[config.mk]
export PLATFORM = sky130hd
export DESIGN_NAME = bus_level_monitor_flat
export DESIGN_NICKNAME = d
export VERILOG_FILES = /design/src/rtl/bus_level_monitor_if.sv /design/src/rtl/bus_level_monitor.sv /design/src/flat_wrapper.sv
export SDC_FILE = /design/constraint.sdc
export NUM_CORES = 1
export LEC_CHECK = 0
export CAP_MARGIN = 20
export CORE_MARGIN = 2
export CORE_UTILIZATION = 45
export DETAILED_ROUTE_END_ITERATION = 10
export GPL_TIMING_DRIVEN = 0
export PLACE_DENSITY = 0.82
export SYNTH_ARGS = -nofsm -noshare
export SYNTH_HDL_FRONTEND = slang
export SYNTH_SLANG_ARGS = --single-unit
[constraint.sdc]
create_clock -name CLK -period 2.1 [get_ports CLK]
set_input_delay 0.42 -clock CLK [delete_from_list [all_inputs] [get_ports CLK]]
set_output_delay 0.42 -clock CLK [all_outputs]
set_load 0.02 [all_outputs]
[src/rtl/bus_level_monitor_if.sv]
// ============================================================================
// bus_level_monitor_if : bus, clear and status signals of bus_level_monitor
// Revision 1.0
// ============================================================================
`default_nettype none

interface bus_level_monitor_if #(
  parameter int N  = 4,
  parameter int CW = 8
);
  logic [N-1:0]  BUS;
  logic          CLEAR;
  logic          LEVEL_ZERO;
  logic          LEVEL_ONE;
  logic          RISE;
  logic          FALL;
  logic [CW-1:0] TOGGLES;
  logic          ERR;

  modport master (
    output BUS, CLEAR,
    input  LEVEL_ZERO, LEVEL_ONE, RISE, FALL, TOGGLES, ERR
  );

  modport slave (
    input  BUS, CLEAR,
    output LEVEL_ZERO, LEVEL_ONE, RISE, FALL, TOGGLES, ERR
  );
endinterface

`default_nettype wire

[src/rtl/bus_level_monitor.sv]
// ============================================================================
// bus_level_monitor : debounced all-zeroes/all-ones level detector with
// edge pulses, saturating transition count and sticky mixed-value error.
// Revision 1.0
// ============================================================================
`default_nettype none

module bus_level_monitor #(
  parameter int N      = 4,
  parameter int STABLE = 3,
  parameter int CW     = 8
) (
  input  logic               CLK,
  input  logic               RESET,
  bus_level_monitor_if.slave bus_if
);

  localparam int RW = $clog2(STABLE + 1);
  localparam logic [RW-1:0] RUN_MAX = RW'(STABLE);

  typedef enum logic [1:0] {
    CLS_M = 2'd0,
    CLS_Z = 2'd1,
    CLS_O = 2'd2
  } cls_e;

  typedef enum logic [1:0] {
    ST_UNK  = 2'd0,
    ST_ZERO = 2'd1,
    ST_ONE  = 2'd2
  } state_e;

  logic [N-1:0]  bus_q;
  logic          vld_q;
  cls_e          cls;
  cls_e          cand_q, cand_d;
  logic [RW-1:0] run_q, run_d;
  state_e        state_q, state_d;
  logic          rise_q, rise_d;
  logic          fall_q, fall_d;
  logic [CW-1:0] tog_q, tog_d;
  logic          err_q, err_d;

  always_comb begin
    if (bus_q == '0)      cls = CLS_Z;
    else if (bus_q == '1) cls = CLS_O;
    else                  cls = CLS_M;
  end

  always_comb begin
    cand_d  = cand_q;
    run_d   = run_q;
    state_d = state_q;
    rise_d  = 1'b0;
    fall_d  = 1'b0;
    tog_d   = tog_q;
    err_d   = err_q;

    // bus_q holds a real sample only from the second edge after reset
    if (vld_q) begin
      if (cls == cand_q) begin
        if (run_q != RUN_MAX) run_d = run_q + RW'(1);
      end else begin
        cand_d = cls;
        run_d  = RW'(1);
      end

      if (run_d == RUN_MAX) begin
        case (cand_d)
          CLS_Z: if (state_q != ST_ZERO) begin
            state_d = ST_ZERO;
            fall_d  = (state_q == ST_ONE);
          end
          CLS_O: if (state_q != ST_ONE) begin
            state_d = ST_ONE;
            rise_d  = (state_q == ST_ZERO);
          end
          default: if (state_q != ST_UNK) state_d = ST_UNK;
        endcase
      end

      if (cls == CLS_M && state_q != ST_UNK) err_d = 1'b1;
    end

    if ((rise_d || fall_d) && tog_q != '1) tog_d = tog_q + CW'(1);

    if (bus_if.CLEAR) begin
      tog_d = '0;
      err_d = 1'b0;
    end
  end

  always_ff @(posedge CLK) begin
    if (RESET) begin
      bus_q   <= '0;
      vld_q   <= 1'b0;
      cand_q  <= CLS_M;
      run_q   <= '0;
      state_q <= ST_UNK;
      rise_q  <= 1'b0;
      fall_q  <= 1'b0;
      tog_q   <= '0;
      err_q   <= 1'b0;
    end else begin
      bus_q   <= bus_if.BUS;
      vld_q   <= 1'b1;
      cand_q  <= cand_d;
      run_q   <= run_d;
      state_q <= state_d;
      rise_q  <= rise_d;
      fall_q  <= fall_d;
      tog_q   <= tog_d;
      err_q   <= err_d;
    end
  end

  assign bus_if.LEVEL_ZERO = (state_q == ST_ZERO);
  assign bus_if.LEVEL_ONE  = (state_q == ST_ONE);
  assign bus_if.RISE       = rise_q;
  assign bus_if.FALL       = fall_q;
  assign bus_if.TOGGLES    = tog_q;
  assign bus_if.ERR        = err_q;

endmodule

`default_nettype wire

[src/flat_wrapper.sv]
// flat-port wrapper written by rule: the top's interface ports become plain ports
module bus_level_monitor_flat 
#(
  parameter int N      = 4,
  parameter int STABLE = 3,
  parameter int CW     = 8
)
  (CLK, RESET, bus_if_BUS, bus_if_CLEAR, bus_if_LEVEL_ZERO, bus_if_LEVEL_ONE, bus_if_RISE, bus_if_FALL, bus_if_TOGGLES, bus_if_ERR);
  bus_level_monitor_if #(.N(N), .CW(CW)) bus_if_i ();
  input  logic CLK;
  input  logic RESET;
  input wire logic [$bits(bus_if_i.BUS)-1:0] bus_if_BUS;
  input wire logic [$bits(bus_if_i.CLEAR)-1:0] bus_if_CLEAR;
  output wire logic [$bits(bus_if_i.LEVEL_ZERO)-1:0] bus_if_LEVEL_ZERO;
  output wire logic [$bits(bus_if_i.LEVEL_ONE)-1:0] bus_if_LEVEL_ONE;
  output wire logic [$bits(bus_if_i.RISE)-1:0] bus_if_RISE;
  output wire logic [$bits(bus_if_i.FALL)-1:0] bus_if_FALL;
  output wire logic [$bits(bus_if_i.TOGGLES)-1:0] bus_if_TOGGLES;
  output wire logic [$bits(bus_if_i.ERR)-1:0] bus_if_ERR;
  assign bus_if_i.BUS = bus_if_BUS;
  assign bus_if_i.CLEAR = bus_if_CLEAR;
  assign bus_if_LEVEL_ZERO = bus_if_i.LEVEL_ZERO;
  assign bus_if_LEVEL_ONE = bus_if_i.LEVEL_ONE;
  assign bus_if_RISE = bus_if_i.RISE;
  assign bus_if_FALL = bus_if_i.FALL;
  assign bus_if_TOGGLES = bus_if_i.TOGGLES;
  assign bus_if_ERR = bus_if_i.ERR;
  bus_level_monitor #(.N(N), .STABLE(STABLE), .CW(CW)) u_core (.CLK(CLK), .RESET(RESET), .bus_if(bus_if_i));
endmodule
==> Word-level counts from Yosys, hierarchy flattened <==
Cells that the tools add are included.
W data, S select, Z words.
{ "word_totals": {"elab_cells": 54, "out_inout_bits": 13, "ff_bits": 22} }
{ "classes": {"n_mux": 20, "eq_ne": 13, "reduce_logical": 10, "n_addsub": 2} }
{ "op_table": {"columns": ["op", "count"], "rows": [
  ["$mux W2", 10],
  ["$mux W1", 9],
  ["$add A8 B1 Y8 const B", 1],
  ["$ne A8 B8 Y1 const B", 1],
  ["$eq A2 B2 Y1 const B", 3],
  ["$ne A2 B1 Y1 const B", 3],
  ["$reduce_and A5 Y1", 1],
  ["$eq A2 B1 Y1 const B", 2],
  ["$eq A4 B4 Y1 const B", 1],
  ["$logic_not A4 Y1", 1],
  ["$ne A2 B2 Y1 const B", 2],
  ["$pmux W2 S2", 1],
  ["$reduce_bool A3 Y1", 1],
  ["$add A2 B1 Y2 const B", 1],
  ["$eq A2 B2 Y1", 1],
  ["$logic_and A1 B1 Y1", 2],
  ["$logic_not A2 Y1", 1],
  ["$reduce_and A2 Y1", 1],
  ["$reduce_bool A2 Y1", 1],
  ["$reduce_or A2 Y1", 1],
  ["$logic_or A1 B1 Y1", 1]
]} }

==> Depth between registers and ports, before layout <==
Gate-level depths: netlist (run 1).
{ "logic_depth": {"word_depth": 12, "depth_mapped": 6, "ltp_nobuf": 5} }

==> Worst setup path after synthesis (run 1) <==
Ideal clock, no wire load.
{ "synth_path": {"path_type": "reg-to-reg", "from": "register u_core.bus_q[1]", "to": "register u_core.tog_q[3], in the netlist u_core.bus_if.TOGGLES[3]", "t_required_ns": 2.030, "setup_slack_ns": 0.309, "t_arrival_ns": 1.721, "stages_incl_launch_ff": 7, "period_less_slack_ns": 1.791, "path_buffers": 1, "setup_ns": 0.070, "cell_sequence": "dfxtp_1 nor4_4 a22o_4 nand2_4 buf_6 or4_1 a21oi_1"} }
{ "synth_via": {"elab_chain_len": 12} }
{ "synth_lines": {"columns": ["item", "line", "source"], "rows": [
  ["start, declared", "bus_level_monitor.sv:33", "logic [N-1:0] bus_q;"],
  ["start signal, assigned", "bus_level_monitor.sv:105", "bus_q <= bus_if.BUS;"],
  ["$eq A4 B4 Y1", "bus_level_monitor.sv:46", "else if (bus_q == '1) cls = CLS_O;"],
  ["$mux W2", "bus_level_monitor.sv:46", null],
  ["$mux W2 *", "bus_level_monitor.sv:45", "if (bus_q == '0) cls = CLS_Z;"],
  ["$eq A2 B2 Y1", "bus_level_monitor.sv:61", "if (cls == cand_q) begin"],
  ["$mux W2", "bus_level_monitor.sv:61", null],
  ["$mux W2", "bus_level_monitor.sv:60", "if (vld_q) begin"],
  ["$eq A2 B2 Y1 / $eq A2 B1 Y1 (equally long branches)", "bus_level_monitor.sv:69", "case (cand_d)"],
  ["$mux W1", "bus_level_monitor.sv:69", null],
  ["$mux W1", "bus_level_monitor.sv:68", "if (run_d == RUN_MAX) begin"],
  ["$mux W1", "bus_level_monitor.sv:60", null],
  ["$logic_or A1 B1 Y1 *", "bus_level_monitor.sv:85", "if ((rise_d || fall_d) && tog_q != '1) tog_d = tog_q + CW'(1);"],
  ["$logic_and A1 B1 Y1 *", "bus_level_monitor.sv:85", null],
  ["end signal, assigned", "bus_level_monitor.sv:112", "tog_q <= tog_d;"],
  ["end, declared", "bus_level_monitor.sv:41", "logic [CW-1:0] tog_q, tog_d;"]
]} }
Every way passes the cells marked *; elsewhere a longest branch is shown, timed or not. The select of a mux whose other input is x is not followed.
A chain may end at the register's enable or synchronous reset.

==> Worst setup path in the final report (run 1) <==
{ "layout_path": {"from": "register u_core.bus_q[1]", "to": "register u_core.tog_q[4], in the netlist u_core.bus_if.TOGGLES[4]"} }
Same word-level chain as after synthesis.

==> results_dict.tcl, run 1 <==
set metrics [dict create \
    status "finished, final reports clean" \
    firstDrtPassIters 4 \
    syn_nets 118 \
    yosysTopAreaCellShare 0.4216 \
    synth-edff-count 0 \
    multiInputGateArea_um2 551.8 \
    synthTopCellsByArea "dfxtp_1 42%, a21oi_1 4.8%, nand4_1 3.0%" \
    wl_um 2154 \
    io_buffers 19 \
    fin_crit_ps 1966 \
    grt_max_degree 12 \
    synthFlopType "dfxtp_1" \
    postCtsSetupBuffers 0 \
    cts_buffer_depth 2 \
    synth-seq-area-share 0.4216 \
    finalSetupViolCount 0 \
    die_area_um2 2723 \
    holdBufCountCts 0 \
    grt_pass1_vias 837 \
    worstReg2RegStart "u_core.bus_q[1]$_SDFF_PP0_" \
    postPlaceCellArea_um2 1270 \
    drc_errors 0 \
    worstSetupPathType "reg2reg" \
    dp_hpwl_um 1608 \
    period_share 0.9360 \
    syn_area_per_cell_um2 9.498 \
    path_clk_slew_ps 110 \
    tightest_slew_ps 456.3 \
    r2r-end "u_core.bus_if.TOGGLES[4]$_SDFFE_PP0P_" \
    holdCritPathClass "reg2reg" \
    nNetsFinal 144 \
    core_area_um2 2212 \
    maxCapViolations 0 \
    tns_ps 0 \
    antenna_left 0 \
    syn_inst 110 \
    clkSinkCount 22 \
    post_cts_resized 0 \
    cts_tree "built" \
    cp.arrival_ps 2210 \
    ios 20 \
    die_height_um 52.19 \
    postSynth.asyncResetShare 0 \
    wl_per_cell_um 13.30 \
    synth.largest_area_cell "dfxtp_1" \
    r2r_slack_ps 130 \
    drtIter0Drc 19 \
    cts_made_buffers 3 \
    dieWidth_um 52.19 \
    hold_viol 0 \
    finClkSkew_ps 0.3708 \
    crit_path_end "u_core.bus_if.TOGGLES[4]$_SDFFE_PP0P_" \
    gr-usage-all-layers 0.1770 \
    cts_root_buf "clkbuf_4" \
    power.density_nw_per_um2 542.4 \
    vdd_drop_max_uv 442.7 \
    cp_data_required_time_ps 2340 \
    critPathLaunchType "flop" \
    finalInstanceArea_um2 1308 \
    vias_per_cell 5.735 \
    slew_viol_final 0 \
    syn2layout_area_growth_pct 25.15 \
    nFillCells 202 \
    synthDistinctLibCells 38 \
    ys_ff_latch 22 \
    ctsHtreeMaxLevel 1 \
    antenna_found_initial 0 \
    grt_first_pass_wirelength_um 3594 \
    regArea_um2 440.4 \
    worstRegToRegCells 5 \
    core.rowCount 17 \
    final_common_cell "dfxtp_1" \
    critPathLaunch "u_core.bus_q[1]$_SDFF_PP0_" \
    drive_gt1_frac 0.1642 \
    max_freq_mhz 508.7 \
    rsz0062_at_grt "no" \
    finalPower_uw 709.2 \
    grt_overflow_total 0 \
    slew-limit-headroom 0.6958 \
    globalplace.congestion 0.8737 \
    layoutNonFillerInstCount 162 \
    clock_latency_ps 310 \
    placedCellCount 157 \
    p_leak_nw 0.4559 \
    synth_area_um2 1045 \
    path_max_fanout 10 \
    setup.worst_path.end_class "flop" \
    antenna-diode-count 0 \
    yosysWarnings 0 \
    initial_core_util 0.4723 \
    layout_common_cells "22 x dfxtp_1, 19 x clkdlybuf4s50_1, 10 x a21oi_1" \
    vias 929 \
]
worst min-delay path by stage:
stage | from | to | slack, ps | depth (start not counted)
after floorplan | u_core.run_q[0]$_SDFFE_PP0P_ | u_core.run_q[0]$_SDFFE_PP0P_ | 470 | 2
after global placement | u_core.bus_if.ERR$_SDFFE_PP0P_ | u_core.bus_if.ERR$_SDFFE_PP0P_ | 460 | 2
after detailed placement | u_core.bus_if.ERR$_SDFFE_PP0P_ | u_core.bus_if.ERR$_SDFFE_PP0P_ | 460 | 2
after CTS | u_core.bus_if.ERR$_SDFFE_PP0P_ | u_core.bus_if.ERR$_SDFFE_PP0P_ | 500 | 2
after global routing | u_core.bus_if.ERR$_SDFFE_PP0P_ | u_core.bus_if.ERR$_SDFFE_PP0P_ | 530 | 2
final | u_core.bus_if.ERR$_SDFFE_PP0P_ | u_core.bus_if.ERR$_SDFFE_PP0P_ | 490 | 2
cell usage after synthesis, types with 2 or more instances:
| master | number |
|---|---|
| nand2_1 | 5 |
| nor4_1 | 2 |
| nor2_1 | 8 |
| o31ai_1 | 3 |
| o21ai_0 | 4 |
| and2b_2 | 2 |
| nand2b_1 | 2 |
| a21oi_1 | 10 |
| a211oi_1 | 2 |
| or3_1 | 2 |
| mux2i_1 | 2 |
| or4_1 | 3 |
| inv_1 | 3 |
| nand4_1 | 5 |
| or2_2 | 2 |
| dfxtp_1 | 22 |
| nor2b_1 | 5 |
| buf_4 | 2 |
| nand3_1 | 2 |
| nor3_1 | 5 |
| buf_6 | 2 |
metrics by stage:
stage	util	hold WS [ps]	setup WS, ps
after detailed placement	0.5741	461.3	78.92
after CTS	0.5843	498.8	45.22
final	0.5911	492.0	134.3
after global placement	0.5741	459.9	168.9
after floorplan	-	465.5	309.2
after global routing	0.5911	528.4	45.44
cell type report:
cell class | instances | area share
repair buffers | 21 | 0.1569
flip-flops and latches | 22 | 0.3368
multi-input cells | 80 | 0.4220
inverters | 3 | 0.008612
clock buffers | 3 | 0.01722
plain buffers | 5 | 0.03158
well taps | 28 | 0.02679
critical path, stage by stage, from the launching register on:
cell and delay [ps]:
dfxtp_1 390, or2_2 300, a21oi_1 340, o211ai_4 200, or4_1 500, a21oi_1 170
power breakdown:
part / switching, mW / internal, mW / leakage (nW)
sequential: 0.0126 / 0.428 / 0.179
clock: 0.124 / 0.0671 / 0.0138
combinational: 0.0373 / 0.0403 / 0.263
sequential cells by signal, summed over array words and instances, names as in the netlist:
| register | flops |
|---|---|
| u_core.bus_if.ERR | 1 |
| u_core.vld_q | 1 |
| u_core.bus_q | 4 |
| u_core.run_q | 2 |
| u_core.bus_if.RISE | 1 |
| u_core.state_q | 2 |
| u_core.bus_if.TOGGLES | 8 |
| u_core.cand_q | 2 |
| u_core.bus_if.FALL | 1 |
per-layer routing:
layer | global-route usage | part of all wire | vias up
met5 | 0 | 0 | -
met2 | 0.2869 | 0.48 | 20
met4 | 0.08547 | 0.017 | 0
met3 | 0.04000 | 0.041 | 5
li1 | - | - | 466
met1 | 0.2216 | 0.46 | 438
kinds of logic (layout without fill, tap and decap cells):
group | Yosys count | in the layout | synth area share
buffers and inverters | 8 | 32 | 0.05029
multiplexers | 2 | 2 | 0.01916
AND/OR/NAND/NOR | 50 | 50 | 0.2982
AO/OA/AOI/OAI | 27 | 27 | 0.1988
flip-flops | 22 | 22 | 0.4216
adder cells (fa/ha/maj) | 1 | 1 | 0.01197
No activity file was read; power rests on OpenSTA's default activity.
==> run 2, diff against run 1 <==
--- a/config.mk
+++ b/config.mk
@@ -5,12 +5,11 @@
 export SDC_FILE = /design/constraint.sdc
 export NUM_CORES = 1
 export LEC_CHECK = 0
-export CAP_MARGIN = 20
 export CORE_MARGIN = 2
 export CORE_UTILIZATION = 45
 export DETAILED_ROUTE_END_ITERATION = 10
 export GPL_TIMING_DRIVEN = 0
-export PLACE_DENSITY = 0.82
+export PLACE_DENSITY_LB_ADDON = 0.1
 export SYNTH_ARGS = -nofsm -noshare
 export SYNTH_HDL_FRONTEND = slang
 export SYNTH_SLANG_ARGS = --single-unit
==> run 2 against run 1 <==
Compared with the run above:
- register-to-register slack improved by 70 ps
- critical path depth decreased by 3
- maximum frequency increased by 0.94%
- worst hold slack improved by 4.4 ps
- count of clock-buffer cells in the layout unchanged
- clock skew increased by 5.7 ps
- via count decreased by 4.1%
- design area increased by 0.57%
- global-route usage decreased by 0.11 points
==> results_dict.tcl, run 2 (same netlist as run 1, synthesis figures left out) <==
set metrics [dict create \
    critPathLaunchType "flop" \
    final_common_cell "dfxtp_1" \
    clock_latency_ps 300 \
    clkSinkCount 22 \
    finalSetupViolCount 0 \
    cts_made_buffers 3 \
    initial_core_util 0.4723 \
    power_switching_uw 171.7 \
    grt_pass1_vias 807 \
    path_clk_slew_ps 120 \
    wl_um 2014 \
    dieWidth_um 52.19 \
    vias 891 \
    drive_gt1_frac 0.1704 \
    critPathLaunch "u_core.state_q[1]$_SDFFE_PP0P_" \
    cts_tree "built" \
    wl_per_cell_um 12.36 \
    cp.arrival_ps 1530 \
    slew_viol_final 0 \
    r2r_slack_ps 200 \
    worstReg2RegStart "u_core.bus_q[3]$_SDFF_PP0_" \
    io_buffers 19 \
    fin_crit_ps 1947 \
    dp_hpwl_um 1419 \
    ctsHtreeMaxLevel 1 \
    largest_register_ffs 8 \
    crit_path_end "bus_if_LEVEL_ZERO" \
    layoutNonFillerInstCount 163 \
    cts_root_buf "clkbuf_4" \
    firstDrtPassIters 4 \
    p_int_uw 537.1 \
    antenna_found_initial 0 \
    cp_cell_sequence "and2b_2 -> clkdlybuf4s50_1" \
    layout_common_cells "22 x dfxtp_1, 19 x clkdlybuf4s50_1, 10 x a21oi_1" \
    core.rowCount 17 \
    status "finished, final reports clean" \
    crit_slowest_cell "clkdlybuf4s50_1" \
    cp_data_required_time_ps 1680 \
    drtIter0Drc 17 \
    p_leak_nw 0.4610 \
    nNetsFinal 145 \
    tns_ps 0 \
    placedCellCount 157 \
    pwr-share-comb 0.111 \
    power.density_nw_per_um2 539.0 \
    die_height_um 52.19 \
    setup.worst_path.end_class "primary output" \
    path_max_fanout 5 \
    worstSetupPathType "reg2out" \
    worstRegToRegCells 7 \
    max_freq_mhz 513.5 \
    tightest_slew_ps 467.5 \
    ios 20 \
    die_area_um2 2723 \
    syn2layout_area_growth_pct 25.87 \
    antenna_left 0 \
    clockPowerShare 0.268 \
    globalplace.congestion 0.7806 \
    cp_slowest_stage_delay_ps 610 \
    drc_errors 0 \
    maxCapViolations 0 \
    grt_first_pass_wirelength_um 3581 \
    finClkSkew_ps 6.022 \
    slew-limit-headroom 0.6883 \
    finish.utilization 0.5945 \
    vias_per_cell 5.466 \
    antenna-diode-count 0 \
    cts_buffer_depth 2 \
    core_area_um2 2212 \
    post_cts_resized 0 \
    period_share 0.9274 \
    holdCritPathClass "reg2reg" \
    postCtsSetupBuffers 0 \
    grt_max_degree 12 \
    holdBufCountCts 0 \
    r2r-end "u_core.bus_if.TOGGLES[3]$_SDFFE_PP0P_" \
    grt_overflow_total 0 \
    rsz0062_at_grt "no" \
    p_seq_frac 0.621 \
    p_sw_frac 0.2422 \
    vdd_drop_max_uv 325.5 \
    gr-usage-all-layers 0.1759 \
    hold_viol 0 \
]
==> run 2: area by class of cell <==
type                       count  area (µm²)
timing repair buffer          22       212.7
inverter                       3       11.26
tap                           28       35.03
multi-input combinational     80       551.8
sequential                    22       440.4
clock buffer                   3       22.52
fill                         205       897.1
buffer                         5       41.29
==> run 2: worst min-delay path by stage <==
stage	start	to	cells past startpoint
2_1_floorplan	u_core.run_q[0]$_SDFFE_PP0P_	u_core.run_q[0]$_SDFFE_PP0P_	2
3_3_place_gp	u_core.bus_if.ERR$_SDFFE_PP0P_	u_core.bus_if.ERR$_SDFFE_PP0P_	2
3_5_place_dp	u_core.bus_if.ERR$_SDFFE_PP0P_	u_core.bus_if.ERR$_SDFFE_PP0P_	2
4_1_cts	u_core.bus_if.ERR$_SDFFE_PP0P_	u_core.bus_if.ERR$_SDFFE_PP0P_	2
5_1_grt	u_core.bus_if.ERR$_SDFFE_PP0P_	u_core.bus_if.ERR$_SDFFE_PP0P_	2
6_report	u_core.bus_if.ERR$_SDFFE_PP0P_	u_core.bus_if.ERR$_SDFFE_PP0P_	2
==> run 2: critical path, delay by kind of cell (launching register included) <==
kind | cells | cell delay, ps
buf+inv | 1 | 610
flops | 1 | 360
simple gates | 1 | 250
==> run 2: layer usage <==
| metal | up-vias | share of wire | global-route usage |
|---|---|---|---|
| li1 | 462 | - | - |
| met1 | 404 | 0.52 | 0.2411 |
| met2 | 21 | 0.41 | 0.2658 |
| met3 | 4 | 0.046 | 0.02857 |
| met4 | 0 | 0.020 | 0.08974 |
| met5 | - | 0 | 0 |
==> run 2: power groups by stage <==
stage,Sequential [mW],Clock [mW],Combinational (mW)
after floorplan,0.447,0,0.0489
after global placement,0.449,0,0.0704
after detailed placement,0.449,0,0.0711
after CTS,0.440,0.196,0.0713
after global routing,0.442,0.209,0.0870
final,0.440,0.190,0.0786
==> run 2: stage by stage <==
stage | total power, mW | worst slack [ps] | hold slack (ps) | area (µm²)
4_1_cts | 0.7078 | 111.7 | 499.5 | 1292
5_1_grt | 0.7382 | 58.82 | 509.9 | 1315
2_1_floorplan | 0.4962 | 309.2 | 465.5 | 1045
3_3_place_gp | 0.5193 | 150.4 | 460.1 | 1270
6_report | 0.7088 | 152.5 | 496.4 | 1315
3_5_place_dp | 0.5205 | 139.7 | 467.1 | 1270
==> run 3, diff against run 2 <==
--- a/config.mk
+++ b/config.mk
@@ -10,6 +10,7 @@
 export DETAILED_ROUTE_END_ITERATION = 10
 export GPL_TIMING_DRIVEN = 0
 export PLACE_DENSITY_LB_ADDON = 0.1
+export SETUP_SLACK_MARGIN = 0.4
 export SYNTH_ARGS = -nofsm -noshare
 export SYNTH_HDL_FRONTEND = slang
 export SYNTH_SLANG_ARGS = --single-unit
==> run 3 against run 2 <==
Compared with the run above:
- first-iteration DRC count down 12%
- non-clock buffer count up 11
- core utilization rose by 8.4 points
- clock skew up 1.9 ps
- critical path type is now reg2reg
- largest cell class unchanged
==> results_dict.tcl, run 3 (same netlist as run 1, synthesis figures left out) <==
set metrics [dict create \
    nNetsFinal 157 \
    critPathMostFrequentCell "buf_6" \
    antenna_left 0 \
    max_freq_mhz 534.0 \
    core_area_um2 2212 \
    holdCritPathClass "reg2reg" \
    largest_register_ffs 8 \
    p_leak_nw 0.6028 \
    crit_slowest_cell "dfxtp_4" \
    worstReg2RegStart "u_core.bus_q[1]$_SDFF_PP0_" \
    core.rowCount 17 \
    dp_hpwl_um 1501 \
    worst-path-stages 7 \
    tightest_slew_ps 488.5 \
    firstDrtPassIters 4 \
    drive_gt1_frac 0.3673 \
    vias 968 \
    die_area_um2 2723 \
    slew-limit-headroom 0.6743 \
    gr-usage-all-layers 0.2023 \
    hold-worst-slack_ps 489.4 \
    path_max_fanout 6 \
    io_buffers 19 \
    die_height_um 52.19 \
    initial_core_util 0.4723 \
    critPathLaunchType "flop" \
    grt_pass1_vias 883 \
    globalplace.congestion 0.7678 \
    cts_made_buffers 3 \
    vdd_drop_max_uv 468.1 \
    regArea_um2 451.7 \
    layout_common_cells "17 x dfxtp_1, 11 x buf_4, 8 x nor2_1, 8 x dlygate4sd2_1" \
    fin_crit_ps 1873 \
    wl_um 2502 \
    timing.critical_path.buf_inv 3 \
    final_common_cell "dfxtp_1" \
    nFillCells 188 \
    layoutNonFillerInstCount 175 \
    worstSetupPathType "reg2reg" \
    setup.worst_path.end_class "flop" \
    antenna-diode-count 0 \
    path_clk_slew_ps 110 \
    status "finished, final reports clean" \
    worstRegToRegCells 7 \
    hold_start "u_core.bus_if.ERR$_SDFFE_PP0P_" \
    multiInputGateArea_um2 641.9 \
    r2r-end "u_core.bus_if.FALL$_SDFF_PP0_" \
    clkSinkCount 22 \
    finalSetupViolCount 0 \
    ctsHtreeMaxLevel 1 \
    cp_cell_sequence "or3_1 -> a32o_2 -> o211ai_4 -> buf_6 -> buf_6 -> buf_6 -> nor3_2" \
    wl_per_cell_um 14.30 \
    cts_root_buf "clkbuf_4" \
    placedCellCount 157 \
    cts_tree "built" \
    hold_depth 2 \
    whs_endpoint "u_core.bus_if.ERR$_SDFFE_PP0P_" \
    grt_overflow_total 0 \
    tns_ps 0 \
    vias_per_cell 5.531 \
    grt_max_degree 12 \
    rsz0062_at_grt "yes" \
    cp_slowest_stage_delay_ps 370 \
    cp_data_required_time_ps 2280 \
    maxCapViolations 0 \
    antenna_found_initial 0 \
    period_share 0.8918 \
    cts_buffer_depth 2 \
    hold_viol 0 \
    drc_errors 0 \
    r2r_slack_ps 230 \
    power.density_nw_per_um2 482.8 \
    ios 20 \
    clock_latency_ps 300 \
    cp.arrival_ps 2060 \
    syn2layout_area_growth_pct 43.71 \
    grt_first_pass_wirelength_um 4029 \
    dieWidth_um 52.19 \
    drtIter0Drc 15 \
    slew_viol_final 0 \
    crit_family "compound AO/OA/AOI/OAI gates" \
    finClkSkew_ps 7.895 \
]
[run 3: worst min-delay path, stage by stage, from the launching register on]
cell and delay, ps:
dfxtp_1 340, nor2_1 50, nor2_1 70
[run 3: where the power goes]
group	switching, mW	total (mW)	internal (mW)
combinational	0.0484	0.105	0.0563
clock	0.113	0.179	0.0668
sequential	0.0136	0.441	0.427
total	0.175	0.725	0.550
[run 3: layer usage]
metal  routed length (µm)  global-route usage
met3                  151             0.06286
met2                 1199              0.3291
met5                    0                   0
met1                 1137              0.2656
met4                   14             0.03846
[run 3: worst max path at each step]
| stage | end | startpoint | slack (ps) |
|---|---|---|---|
| final | u_core.bus_if.FALL$_SDFF_PP0_ | u_core.bus_q[1]$_SDFF_PP0_ | 230 |
| after global routing | u_core.bus_if.TOGGLES[3]$_SDFFE_PP0P_ | u_core.bus_q[3]$_SDFF_PP0_ | 170 |
| after CTS | u_core.bus_if.TOGGLES[3]$_SDFFE_PP0P_ | u_core.bus_q[1]$_SDFF_PP0_ | 280 |
| after global placement | u_core.bus_if.TOGGLES[5]$_SDFFE_PP0P_ | u_core.bus_q[3]$_SDFF_PP0_ | 200 |
| after detailed placement | u_core.bus_if.TOGGLES[5]$_SDFFE_PP0P_ | u_core.bus_q[3]$_SDFF_PP0_ | 190 |
| after floorplan | u_core.bus_if.TOGGLES[3]$_SDFFE_PP0P_ | u_core.bus_q[3]$_SDFF_PP0_ | 360 |
[run 3: repair_timing]
| item | in CTS | in global routing |
|---|---|---|
| hold buffers | 0 | 0 |
| gates resized for setup | 22 | 20 |
| buffers inserted | 9 | 3 |
| pin swaps | 10 | 13 |
| endpoints found under the setup margin | 21 | 16 |
| gates cloned | 2 | 1 |
[run 3: per-stage QoR]
stage                     power, mW  worst slack [ps]    util  instance area, µm²
after floorplan              0.4969             358.1       -                1052
after global placement       0.5199             198.7  0.5775                1277
after detailed placement     0.5218             186.2  0.5775                1277
after CTS                    0.7222             276.3  0.6386                1413
after global routing         0.7644             172.8  0.6787                1501
final                        0.7250             227.3  0.6787                1501
[run 3: cell type report]
type	instances	share of cell area
clock buffers	3	0.01500
well taps	28	0.02333
flip-flops and latches	22	0.3008
inverters	3	0.007500
plain buffers	5	0.02750
repair buffers	33	0.1983
multi-input cells	81	0.4275
